**config.mk**
```make
export PLATFORM = sky130hd
export DESIGN_NAME = cache_mem_arbiter
export DESIGN_NICKNAME = d
export VERILOG_FILES = /design/src/rtl/cache_mem_arbiter_pkg.sv /design/src/rtl/cache_mem_arbiter_rr_arbiter2.sv /design/src/rtl/cache_mem_arbiter.sv
export SDC_FILE = /design/constraint.sdc
export NUM_CORES = 1
export LEC_CHECK = 0
export CAP_MARGIN = 20
export CORE_AREA = 2 2 99 101
export CTS_CLUSTER_SIZE = 28
export DETAILED_ROUTE_END_ITERATION = 8
export DIE_AREA = 0 0 101 103
export GPL_TIMING_DRIVEN = 1
export PLACE_DENSITY = 0.67
export SYNTH_ARGS = -nofsm -noshare
export SYNTH_HDL_FRONTEND = slang
export SYNTH_SLANG_ARGS = --single-unit
```
**constraint.sdc**
```tcl
create_clock -name clk -period 3.5 [get_ports clk]
set_input_delay 0.875 -clock clk [delete_from_list [all_inputs] [get_ports clk]]
set_output_delay 0.875 -clock clk [all_outputs]
set_load 0.02 [all_outputs]
```
**src/rtl/cache_mem_arbiter_pkg.sv**
```systemverilog
// Shared types and default widths for the icache/dcache memory arbiter.
// Latency: n/a (types only).
// Backpressure: n/a.
package cache_mem_arbiter_pkg;

    localparam int DEF_ADDR_W = 32;
    localparam int DEF_DATA_W = 32;
    localparam int DEF_LEN_W  = 3;

    typedef enum logic [1:0] {
        ST_IDLE = 2'd0,
        ST_CMD  = 2'd1,
        ST_RSP  = 2'd2
    } state_e;

    typedef enum logic {
        REQ_ICACHE = 1'b0,
        REQ_DCACHE = 1'b1
    } req_id_e;

endpackage

```
**src/rtl/cache_mem_arbiter_rr_arbiter2.sv**
```systemverilog
// Two-way round-robin grant: on a tie the requester not granted last wins.
// Latency: purely combinational; the caller registers the result.
// Backpressure: none; the grant is only a suggestion until the caller latches it.
module rr_arbiter2
    import cache_mem_arbiter_pkg::*;
(
    input  logic i_req_icache,
    input  logic i_req_dcache,
    input  logic i_last_grant,
    output logic o_grant_vld,
    output logic o_grant
);

    // Single requester wins outright; a tie goes to whoever was not served last.
    always_comb begin
        o_grant_vld = i_req_icache | i_req_dcache;
        if (i_req_icache && i_req_dcache) begin
            o_grant = ~i_last_grant;
        end else begin
            o_grant = i_req_dcache;
        end
    end

endmodule

```
**src/rtl/cache_mem_arbiter.sv**
```systemverilog
// Shares one memory command/response port between an icache (read-only) and a dcache.
// Latency: one registered IDLE cycle to grant, then command mux and responses pass through with zero latency.
// Backpressure: only the owner's cmd_ready follows m_cmd_ready; responses cannot be stalled.
module cache_mem_arbiter
    import cache_mem_arbiter_pkg::*;
#(
    parameter int ADDR_W = DEF_ADDR_W,
    parameter int DATA_W = DEF_DATA_W,
    parameter int LEN_W  = DEF_LEN_W
) (
    input  logic                clk,
    input  logic                resetn,
    input  logic                i_cmd_valid,
    output logic                i_cmd_ready,
    input  logic [ADDR_W-1:0]   i_cmd_address,
    input  logic [LEN_W-1:0]    i_cmd_length,
    input  logic                d_cmd_valid,
    output logic                d_cmd_ready,
    input  logic                d_cmd_wr,
    input  logic [ADDR_W-1:0]   d_cmd_address,
    input  logic [DATA_W-1:0]   d_cmd_data,
    input  logic [DATA_W/8-1:0] d_cmd_mask,
    input  logic [LEN_W-1:0]    d_cmd_length,
    output logic                m_cmd_valid,
    input  logic                m_cmd_ready,
    output logic                m_cmd_wr,
    output logic [ADDR_W-1:0]   m_cmd_address,
    output logic [DATA_W-1:0]   m_cmd_data,
    output logic [DATA_W/8-1:0] m_cmd_mask,
    output logic [LEN_W-1:0]    m_cmd_length,
    input  logic                m_rsp_valid,
    input  logic [DATA_W-1:0]   m_rsp_data,
    input  logic                m_rsp_error,
    output logic                i_rsp_valid,
    output logic                d_rsp_valid,
    output logic [DATA_W-1:0]   rsp_data,
    output logic                rsp_error
);

    localparam logic [LEN_W-1:0] LEN_ONE = LEN_W'(1);

    state_e           r_state;
    state_e           w_state_nxt;
    req_id_e          r_owner;
    req_id_e          w_owner_nxt;
    req_id_e          r_last_grant;
    req_id_e          w_last_nxt;
    logic [LEN_W-1:0] r_beats_left;
    logic [LEN_W-1:0] w_beats_nxt;
    logic             w_grant_vld;
    logic             w_grant;

    rr_arbiter2 u_rr_arbiter2 (
        .i_req_icache (i_cmd_valid),
        .i_req_dcache (d_cmd_valid),
        .i_last_grant (r_last_grant),
        .o_grant_vld  (w_grant_vld),
        .o_grant      (w_grant)
    );

    // State, owner, fairness bit and beat counter; reset abandons any transaction in flight.
    always_ff @(posedge clk or negedge resetn) begin
        if (!resetn) begin
            r_state      <= ST_IDLE;
            r_owner      <= REQ_ICACHE;
            r_last_grant <= REQ_DCACHE;
            r_beats_left <= '0;
        end else begin
            r_state      <= w_state_nxt;
            r_owner      <= w_owner_nxt;
            r_last_grant <= w_last_nxt;
            r_beats_left <= w_beats_nxt;
        end
    end

    // Next state plus the owner-steered command mux and response demux.
    always_comb begin
        w_state_nxt   = r_state;
        w_owner_nxt   = r_owner;
        w_last_nxt    = r_last_grant;
        w_beats_nxt   = r_beats_left;
        i_cmd_ready   = 1'b0;
        d_cmd_ready   = 1'b0;
        m_cmd_valid   = 1'b0;
        m_cmd_wr      = 1'b0;
        m_cmd_address = '0;
        m_cmd_data    = '0;
        m_cmd_mask    = '0;
        m_cmd_length  = '0;
        i_rsp_valid   = 1'b0;
        d_rsp_valid   = 1'b0;
        rsp_data      = '0;
        rsp_error     = 1'b0;
        case (r_state)
            ST_IDLE: begin
                // Grant is only latched here, so valid never reaches m_cmd in the same cycle.
                if (w_grant_vld) begin
                    w_owner_nxt = req_id_e'(w_grant);
                    w_state_nxt = ST_CMD;
                end
            end
            ST_CMD: begin
                // Owner is held even if its valid drops; there is no re-arbitration here.
                if (r_owner == REQ_ICACHE) begin
                    m_cmd_valid   = i_cmd_valid;
                    m_cmd_address = i_cmd_address;
                    m_cmd_length  = i_cmd_length;
                    i_cmd_ready   = m_cmd_ready;
                end else begin
                    m_cmd_valid   = d_cmd_valid;
                    m_cmd_wr      = d_cmd_wr;
                    m_cmd_address = d_cmd_address;
                    m_cmd_data    = d_cmd_data;
                    m_cmd_mask    = d_cmd_mask;
                    m_cmd_length  = d_cmd_length;
                    d_cmd_ready   = m_cmd_ready;
                end
                if (m_cmd_valid && m_cmd_ready) begin
                    if (m_cmd_wr) begin
                        w_state_nxt = ST_IDLE;
                        w_last_nxt  = r_owner;
                    end else begin
                        w_beats_nxt = m_cmd_length;
                        w_state_nxt = ST_RSP;
                    end
                end
            end
            ST_RSP: begin
                // Error beats are forwarded and counted like any other beat.
                if (m_rsp_valid) begin
                    i_rsp_valid = (r_owner == REQ_ICACHE);
                    d_rsp_valid = (r_owner == REQ_DCACHE);
                    rsp_data    = m_rsp_data;
                    rsp_error   = m_rsp_error;
                    if (r_beats_left == '0) begin
                        w_state_nxt = ST_IDLE;
                        w_last_nxt  = r_owner;
                    end else begin
                        w_beats_nxt = r_beats_left - LEN_ONE;
                    end
                end
            end
            default: begin
                w_state_nxt = ST_IDLE;
            end
        endcase
    end

endmodule

```
==> flow_metrics.tcl, run 1 <==
set metrics [dict create \
    dpl_cell_area_sq_um 4204 \
    critPathCaptureType "output pin" \
    utilization_pct 44.92 \
    yosys_register_bits 7 \
    grt_overflow_total 0 \
    stdcell_area_sq_um 4249 \
    synth-xor-area-share_pct 0 \
    ctsLongestPathBuffers 2 \
    multiInputGateArea_sq_um 1242 \
    die_x_microns 101 \
    required_ps 2620 \
    fmax_mhz 295.6 \
    yosys.area.top_type_share_pct 24.32 \
    crit_arrival_ps 2510 \
    yosys.area_share.simple_pct 46.34 \
    worst_slack_ps 117.2 \
    nNetsFinal 609 \
    cts_resized 0 \
    tightest_slew_ps 627.8 \
    htreeDepth 1 \
    holdBufCountCts 0 \
    clock-sinks 7 \
    drt-initial-drc-count 41 \
    synth_seq_area_share_pct 11.59 \
    synth_edf_count 0 \
    peakVddDrop_v 0.0004845 \
    period_minus_slack_ps 3383 \
    postRouteAntennaNets 0 \
    synth_most_common_cell "nor2_1" \
    place.gp.congestion 0.7229 \
    ys_types 34 \
    p_leak_nw 1.846 \
    clkTransAtPathRegs_ps 40 \
    antenna_found_initial 0 \
    vias 2413 \
    synth_commonest_cells "40 x nor2_1, 38 x and3_1, 37 x mux2i_1, 34 x and2_1, 13 x clkbuf_1" \
    synth_top_family_by_area "simple AND/OR/NAND/NOR gates" \
    worstSkewPairLatency_ps 230 \
    grt_pass1_vias 2210 \
    syn_area_sq_um 1523 \
    synth_ff_type "dfrtp_1" \
    wl_per_cell_microns 15.52 \
    nFillCells 947 \
    drcViolationCount 0 \
    synth-compound-area-share_pct 8.546 \
    io_buffer_count 255 \
    place_ws_ps 105.3 \
    core.rowCount 36 \
    power_density_nw_per_um2 572.2 \
    core-area_sq_um 9459 \
    hold_viol 0 \
    yosysWarnings 0 \
    area_growth_pct 179.0 \
    drive_gt1_share_pct 4.565 \
    path_max_fanout 35 \
    final.setup_skew_ps 0.5842 \
    start_util_pct 16.10 \
    yosysTopAreaCell "mux2i_1" \
    syn_avg_cell_area_sq_um 7.050 \
    grt_usage_pct 14.47 \
    drv_slew 0 \
    first_pass_iters 4 \
    tns_ps 0 \
    setup_viol 0 \
    drv_cap 0 \
    critPathKind "input port to output pin" \
    period_share_pct 96.65 \
    io_pins 256 \
    fp.dieH_microns 103 \
    clockRootBuffer "clkbuf_8" \
    tritoncts "yes" \
    register_area_sq_um 177.7 \
    syn_inst 216 \
    async_flop_share_pct 100.0 \
    routed_wl_mm 8.906 \
    routed_via_density 4.204 \
    netlist_top_cells_area "mux2i_1 24%, and3_1 16%, and2_1 14%, dfrtp_1 9.9%, nor2_1 9.9%" \
    grt_pass1_wl_mm 11.95 \
    hold_path_class "flop to flop" \
    synth.net_count 364 \
    rsz0062_at_grt "no" \
    postCtsSetupBuffers 0 \
    slew_headroom_pct 58.14 \
    dieArea_sq_um 10400 \
    antenna_cells 0 \
    synth_fa_ha_area_share_pct 1.643 \
    status "finished clean" \
    power.total_mw 2.431 \
    cts_made_buffers 3 \
    muxShareOfSynthArea_pct 25.06 \
    dpl.hpwl_mm 7.432 \
    startpoint_type "input port" \
    grt_start_max_net_pins 43 \
]
registers in the layout, indices dropped and copies added, names as in the netlist:
| register | cells |
|---|---|
| r_owner | 1 |
| r_beats_left | 3 |
| r_state | 2 |
| r_last_grant | 1 |
layout make-up:
cell class / instances / area share (%)
sequential: 7 / 4.181
timing repair buffer: 262 / 61.90
tap: 114 / 3.357
clock buffer: 4 / 1.060
multi-input combinational: 184 / 29.24
inverter: 3 / 0.2650
metal layers:
layer  GRT usage, %  part of all wire (%)
met3          2.373                   6.8
met4          2.911                  0.63
met2          27.03                    53
met1          17.52                    39
met5              0                     0
cell usage in the layout (no fill, tap or decap), types with 2 or more instances in the layout:
cell type,count
a21oi_1,3
and2_1,34
and3_1,38
buf_12,2
buf_4,5
clkbuf_8,3
clkdlybuf4s50_1,255
dfrtp_1,5
ha_1,2
inv_1,3
mux2i_1,37
nand2_1,4
nand2b_1,3
nor2_1,40
nor2b_1,2
nor3_1,2
o21ai_0,3
worst max-delay path, stage by stage:
cell and delay, ps:
clkdlybuf4s50_1 490, and3b_2 210, buf_12 160, and2_1 140, clkdlybuf4s50_1 620
final timing paths:
path,startpoint,endpoint,slack [ps],depth (start not counted)
min,r_last_grant$_DFFE_PN1P_,r_last_grant$_DFFE_PN1P_,530,1
max reg2reg,r_owner$_DFFE_PN0P_,r_last_grant$_DFFE_PN1P_,1670,4
max in group asynchronous,resetn,r_last_grant$_DFFE_PN1P_,2320,1
min reg2reg,r_last_grant$_DFFE_PN1P_,r_last_grant$_DFFE_PN1P_,530,1
min in group asynchronous,resetn,r_state[0]$_DFFE_PN0P_,900,1
max,m_rsp_valid,rsp_data[2],120,5
kinds of logic (layout without fill, tap and decap cells):
kind of cell	count (synthesis)	after routing
and+or+nand+nor	128	128
muxes	38	38
buffers and inverters	25	269
AOI/OAI and AO/OA	16	16
DFF	7	7
adders and majority gates	2	2
through the flow:
stage | cells | hold WS, ps
after floorplan | 216 | 501.6
final | 574 | 533.2
after detailed placement | 570 | 528.3
after global placement | 570 | 524.3
after global routing | 574 | 544.6
after CTS | 574 | 535.2
where the power goes:
part	internal, mW	switching (mW)
registers	0.125	0.0905
logic	1.05	1.05
clock network	0.0790	0.0372
total	1.26	1.17
No activity file was read; power rests on OpenSTA's default activity.
==> run 2, diff against run 1 <==
--- a/config.mk
+++ b/config.mk
@@ -7,6 +7,7 @@
 export LEC_CHECK = 0
 export CAP_MARGIN = 20
 export CORE_AREA = 2 2 99 101
+export CTS_CLUSTER_DIAMETER = 30
 export CTS_CLUSTER_SIZE = 28
 export DETAILED_ROUTE_END_ITERATION = 8
 export DIE_AREA = 0 0 101 103
==> results of run 2 <==
No change in the layout: final DEF, timing and power equal those of run 1.
